`src/rtl/ram_port_arbiter.sv`:
```
// Round-robin arbiter sharing one single-port RAM among N_REQ requesters,
// with lock for atomic RMW. Define ARB_ADDR_CHECK_EN to reject addr >= RAM_SIZE.
module ram_port_arbiter #(
  parameter int N_REQ    = 2,
  parameter int RAM_SIZE = 1024,
  parameter int ADDR_W   = 32,
  parameter int DATA_W   = 32
) (
  input  logic                      clk,
  input  logic                      rst_n,
  input  logic [N_REQ-1:0]          req,
  input  logic [N_REQ-1:0]          req_we,
  input  logic [N_REQ-1:0]          req_lock,
  input  logic [N_REQ*ADDR_W-1:0]   req_addr,
  input  logic [N_REQ*DATA_W-1:0]   req_wdata,
  output logic [N_REQ-1:0]          gnt,
  output logic [N_REQ-1:0]          rvalid,
  output logic [DATA_W-1:0]         rdata,
  output logic [N_REQ-1:0]          err,
  output logic [ADDR_W-1:0]         ram_addr,
  output logic [DATA_W-1:0]         ram_wr_data,
  output logic                      ram_we,
  input  logic [DATA_W-1:0]         ram_rd_data
);

  localparam int IW = (N_REQ > 1) ? $clog2(N_REQ) : 1;

  localparam logic [0:0] IDLE   = 1'b0;
  localparam logic [0:0] LOCKED = 1'b1;

  if (N_REQ < 2 || N_REQ > 8 || RAM_SIZE < 1) begin : g_bad_cfg
    $error("ram_port_arbiter: bad parameters");
  end

  logic [0:0]        state_q, state_d;
  logic [IW-1:0]     rr_ptr_q, rr_ptr_d;
  logic [IW-1:0]     owner_q, owner_d;
  logic [N_REQ-1:0]  rvalid_q;
  logic [DATA_W-1:0] rdata_q;

  logic [IW-1:0]     win, idx;
  logic              hit, acc, bad;
  logic [ADDR_W-1:0] win_addr;

  function automatic logic [IW-1:0] inc(input logic [IW-1:0] p);
    return (int'(p) == N_REQ - 1) ? '0 : p + 1'b1;
  endfunction

  always_comb begin
    hit = 1'b0;
    win = rr_ptr_q;
    idx = '0;
    if (state_q == LOCKED) begin
      win = owner_q;
      hit = req[owner_q];
    end else begin
      for (int i = 0; i < N_REQ; i++) begin
        idx = IW'((int'(rr_ptr_q) + i) % N_REQ);
        if (!hit && req[idx]) begin
          hit = 1'b1;
          win = idx;
        end
      end
    end
  end

  assign win_addr = req_addr[win*ADDR_W +: ADDR_W];

`ifdef ARB_ADDR_CHECK_EN
  assign bad = win_addr >= ADDR_W'(RAM_SIZE);
`else
  assign bad = 1'b0;
`endif

  assign acc         = rst_n & hit;
  assign gnt         = acc ? (N_REQ'(1) << win) : '0;
  assign ram_we      = acc & req_we[win] & ~bad;
  assign ram_addr    = (acc & ~bad) ? win_addr : '0;
  assign ram_wr_data = req_wdata[win*DATA_W +: DATA_W];

  always_comb begin
    state_d  = state_q;
    rr_ptr_d = rr_ptr_q;
    owner_d  = owner_q;
    case (state_q)
      IDLE: begin
        if (hit) begin
          rr_ptr_d = inc(win);
          if (req_lock[win]) begin
            state_d = LOCKED;
            owner_d = win;
          end
        end
      end
      LOCKED: begin
        // lock dropped: either the final access is granted now or owner went idle
        if (!req_lock[owner_q]) begin
          state_d  = IDLE;
          rr_ptr_d = inc(owner_q);
        end
      end
      default: state_d = IDLE;
    endcase
  end

  always_ff @(posedge clk or negedge rst_n) begin
    if (!rst_n) begin
      state_q  <= IDLE;
      rr_ptr_q <= '0;
      owner_q  <= '0;
      rvalid_q <= '0;
      rdata_q  <= '0;
    end else begin
      state_q  <= state_d;
      rr_ptr_q <= rr_ptr_d;
      owner_q  <= owner_d;
      rvalid_q <= gnt & {N_REQ{~req_we[win] & ~bad}};
      if (|rvalid_q) rdata_q <= ram_rd_data;
    end
  end

  assign rvalid = rvalid_q;
  assign rdata  = (|rvalid_q) ? ram_rd_data : rdata_q;

`ifdef ARB_ADDR_CHECK_EN
  logic [N_REQ-1:0] err_q;

  always_ff @(posedge clk or negedge rst_n) begin
    if (!rst_n) err_q <= '0;
    else        err_q <= gnt & {N_REQ{bad}};
  end

  assign err = err_q;
`else
  assign err = '0;
`endif

endmodule

```
`config.mk`:
```
export PLATFORM = sky130hd
export DESIGN_NAME = ram_port_arbiter
export DESIGN_NICKNAME = d
export VERILOG_FILES = /design/src/rtl/ram_port_arbiter.sv
export SDC_FILE = /design/constraint.sdc
export NUM_CORES = 1
export LEC_CHECK = 0
export ABC_CLOCK_PERIOD_IN_PS = 1900
export BUFFER_PORTS_ARGS = -buffer_cell sky130_fd_sc_hd__buf_2
export CORE_AREA = 2 2 106 108
export CTS_CLUSTER_DIAMETER = 100
export DETAILED_ROUTE_END_ITERATION = 10
export DIE_AREA = 0 0 108 110
export SYNTH_ARGS = -nofsm -noshare
export SYNTH_HDL_FRONTEND = slang
export SYNTH_SLANG_ARGS = --single-unit
export TNS_END_PERCENT = 5
```
`constraint.sdc`:
```
create_clock -name clk -period 1.9 [get_ports clk]
set_input_delay 0 -clock clk [delete_from_list [all_inputs] [get_ports clk]]
set_output_delay 0 -clock clk [all_outputs]
set_load 0.02 [all_outputs]
```
# Word level (Yosys, flattened, before mapping)
# Cells that the tools add are included.
totals:
  register_bits: 37
  wordCells: 57
  out_inout_bits: 103
classes:
  n_eq_ne: 2
  addsub: 3
  muxes: 30
  shifts: 3
  bitwise: 5
  reduce_logical: 5
  magnitude_cmp: 4
op_table:
  columns: ["operator", "count"]
  rows:
  - ["$shiftx A64 B7 Y32", 2]
  - ["$mux W32", 2]
  - ["$mux W1", 25]
  - ["$lt A1 B2 Y1 const B", 4]
  - ["$ne A2 B2 Y1 const B", 2]
  - ["$pmux W1 S2", 2]
  - ["$add A1 B1 Y1 const B", 3]
  - ["$reduce_and A3 Y1", 1]
  - ["$and A1 B1 Y1", 2]
  - ["$and A2 B2 Y2", 1]
  - ["$mux W2", 1]
  - ["$not A1 Y1", 2]
  - ["$reduce_and A2 Y1", 1]
  - ["$reduce_or A2 Y1", 1]
  - ["$shl A1 B1 Y2 const A", 1]
  - ["$logic_and A1 B1 Y1", 1]
  - ["$logic_not A1 Y1", 1]

# Longest topological paths before layout
logic_depth:
  depth_word: 13
  ltp_mapped: 7

# Worst setup path before layout
# Ideal clock, no wire load.
synth_timing:
  kind: "register -> output"
  startpoint: "register state_q"
  endpoint: "output ram_we"
  setup_slack_ps: 396
  arrival_ps: 1504
  n_path_buf: 1
  stages_incl_launch_ff: 6
  cell_sequence: "dfrtp_1 > buf_2 > inv_2 > o211ai_2 > a21bo_2 > a221oi_1"
synth_between:
  elab_chain_len: 4
synth_lines:
  columns: ["item", "line", "text"]
  rows:
  - ["from (decl)", "35", "logic [0:0] state_q, state_d;"]
  - ["from (signal assigned)", "114", "state_q <= state_d;"]
  - ["$mux W1", "53", "if (state_q == LOCKED) begin"]
  - ["$mux W1 (not written as such) (2 in series)", "77", "assign ram_we = acc & req_we[win] & ~bad;"]
  - ["$and A1 B1 Y1 (*)", "77", null]
  - ["to (decl)", "22", "output logic ram_we,"]
# Mark *: on every way between the ends. The rest lies on a longest branch, timed or not. The select of a mux whose other input is x is not followed.

# Worst setup path after layout
layout_timing:
  startpoint: "register state_q"
  endpoint: "output ram_wr_data[5]"
layout_between:
  elab_chain_len: 2
layout_lines:
  columns: ["item", "line", "text"]
  rows:
  - ["$mux W1", "53", null]
  - ["$shiftx A64 B7 Y32", "79", "assign ram_wr_data = req_wdata[win*DATA_W +: DATA_W];"]
  - ["to (decl)", "21", "output logic [DATA_W-1:0] ram_wr_data,"]
# No other way between the ends.

==> results_dict.tcl <==
set metrics [dict create \
    htreeDepth 2 \
    synth_seq_cells 37 \
    wirelength_um 10200 \
    hpwl_um 8210 \
    core-area_um2 10700 \
    p_int_mw 3.45 \
    synth_top_cell_by_area "dfrtp_1" \
    required_ps 1900 \
    p_sw_mw 2.82 \
    instances_no_fill 621 \
    grt_max_degree 38 \
    synthesis.area_um2 2360 \
    ant_nets 0 \
    cp-start-kind "flop" \
    grt_pass1_vias 2684 \
    synth_area_leaders "dfrtp_1 39%, mux2_4 18%, mux2_2 16%, a22o_1 12%, buf_2 2.1%" \
    final-seq-area_um2 926 \
    cp.arrival_ps 1820 \
    worst_slack_ps 83.8 \
    drtIter0Drc 80 \
    cp_slowest_stage_delay_ps 480 \
    cpLargestDelayFamily "flip-flops" \
    drive_above_1_share_pct 73.0 \
    multi_input_area_um2 1330 \
    drc 0 \
    grt_pass1_wl_um 13900 \
    cts_sinks 37 \
    critPathKind "reg2out" \
    p_per_area_nw_per_um2 1450 \
    crit_fanout 17 \
    grt_use_total_pct 15.4 \
    postCtsSetupRepairBufs 0 \
    wire_per_inst_um 16.4 \
    ir_worst_vdd_v 0.000562 \
    antenna_found_initial 1 \
    max_freq_ghz 0.551 \
    drt_first_pass_iters 4 \
    p_sw_share_pct 45.0 \
    ys_warn_count 0 \
    final_area_um2 4310 \
    chipWidth_um 108 \
    fin_skew_ps 9.04 \
    status "complete, no violations" \
    dp_slack_ps 376 \
    finalHoldViolations 0 \
    numCtsBuffers 5 \
    io_buffers 268 \
    fin_nets 648 \
    clock_latency_ps 280 \
    power.leakage_nw 2.38 \
    pwr-share-seq_pct 20.9 \
    cts.repair.resized 0 \
    synth_cell_types 29 \
    n_antenna_cell 0 \
    post-route-min-period_ps 1820 \
    cp.buffers_inverters 3 \
    finalCritPeriodShare_pct 95.6 \
    grt.overflow.total 0 \
    worst_path_max_delay_cell "dfrtp_1" \
    rows 38 \
    rsz0062_at_grt "false" \
    min_path_type "in2reg" \
    root_buffer "clkbuf_8" \
    fp.dieArea_um2 11900 \
    power_frac_comb_pct 69.9 \
    pin_count 271 \
    placed_cell_area_um2 3860 \
    clockBufferDepth 2 \
    vias 2734 \
    synth_area_per_cell_um2 13.0 \
    cp-end-kind "output pin" \
    netlist.area_leader.share_pct 39.2 \
    cts_tree "done" \
    fillers 1056 \
    start_util_pct 22.1 \
    syn_inst 182 \
    viasPerCell 4.40 \
    setup_violations 0 \
    slew_viol_final 0 \
    die_height_um 110 \
    area_growth_syn_to_layout_pct 82.4 \
    gp_congestion 0.798 \
    tns_ps 0 \
    drv_cap 0 \
    dp.cells 579 \
    path_cells "inv_2 -> o211ai_2 -> nand2_2 -> buf_12 -> mux2_1 -> buf_2" \
    p_clk_share_pct 9.1 \
    path_clk_slew_ps 80 \
    ys_seq_area_share_pct 39.2 \
]
## worst paths after layout
check	from	to	slack, ps	cells after the start
worst max-delay path	state_q	ram_wr_data[5]	80	6
worst min-delay path	req_lock[0]	owner_q	30	3
worst max register to register	state_q	rvalid[1]	520	5
worst min register to register	rdata_q[8]	rdata_q[8]	500	1
max in group asynchronous	rst_n	rdata_q[29]	1190	3
min in group asynchronous	rst_n	owner_q	380	3
## stage by stage
stage	power [mW]	hold slack, ps	util, %
after floorplan	4.33	-296	-
after global placement	5.51	131	36.1
after detailed placement	5.59	142	36.1
after CTS	6.24	32.7	40.1
after global routing	6.63	63.2	40.3
final	6.27	33.9	40.3
## cell usage in the layout (no fill, tap or decap), types with 3 or more instances in the layout
master	instances
dlygate4sd3_1	33
clkbuf_8	6
mux2_2	33
buf_12	4
and3_1	3
mux2_4	29
a22o_1	33
mux2_1	3
buf_2	268
dfrtp_1	37
## layer usage
metal,wire [µm],track usage [%],part of all wire (%),up-vias
met2,5610,29.5,55,136
met4,146,3.39,1.4,0
met3,683,3.06,6.7,13
met1,3760,17.8,37,1307
li1,-,-,-,1278
met5,0,0,0,-
## sequential cells by signal, indices dropped and copies added (netlist names)
name / cells
rvalid: 2
state_q: 1
rr_ptr_q: 1
rdata_q: 32
owner_q: 1
## power groups by stage
stage | logic [mW] | clock network [mW] | registers [mW]
4_1_cts | 4.32 | 0.607 | 1.31
5_1_grt | 4.63 | 0.644 | 1.36
3_3_place_gp | 4.20 | 0 | 1.31
6_report | 4.39 | 0.572 | 1.31
2_1_floorplan | 3.06 | 0 | 1.28
3_5_place_dp | 4.26 | 0 | 1.33
## cells by family after synthesis
kind of cell / share of synthesized area [%]
AO/OA/AOI/OAI: 15.6
buffers and inverters: 4.97
flip-flops: 39.2
multiplexers: 36.4
other: 0.159
AND/OR/NAND/NOR: 3.70
## synthesized netlist by cell type
cell type and n:
a21bo_2 1, a21o_1 1, a21oi_1 1, a221oi_1 1, a22o_1 33, and3_1 3
and4_1 1, buf_2 10, buf_4 4, buf_6 3, conb_1 1, dfrtp_1 37
inv_2 1, mux2_1 3, mux2_2 33, mux2_4 29, mux2i_1 2, nand2_1 2
nand2_2 2, nand2b_1 1, nand3_1 2, nor2_1 3, nor2b_1 2, o211ai_2 1
o21a_1 1, o21ai_0 1, o21ai_1 1, o221a_2 1, o31ai_1 1
## worst register-to-register path, delay by kind of cell, from the launching register on
| kind | cells | cell delay [ps] |
|---|---|---|
| buffers and inverters | 1 | 170 |
| flip-flops | 1 | 480 |
| AND/OR/NAND/NOR | 3 | 560 |
| AO/OA/AOI/OAI | 1 | 70 |
## final cells by class
class / instances / area share, %
tap: 140 / 4.06
multi-input combinational: 128 / 30.8
sequential: 37 / 21.5
inverter: 1 / 0.0870
clock buffer: 6 / 1.91
timing repair buffer: 307 / 41.4
clock inverter: 2 / 0.319
## repair_timing
action,CTS,global route
hold endpoints to repair,69,0
setup endpoints to repair,0,3
hold buffers,33,0
Note: power is estimated with default switching activity, not from simulation.
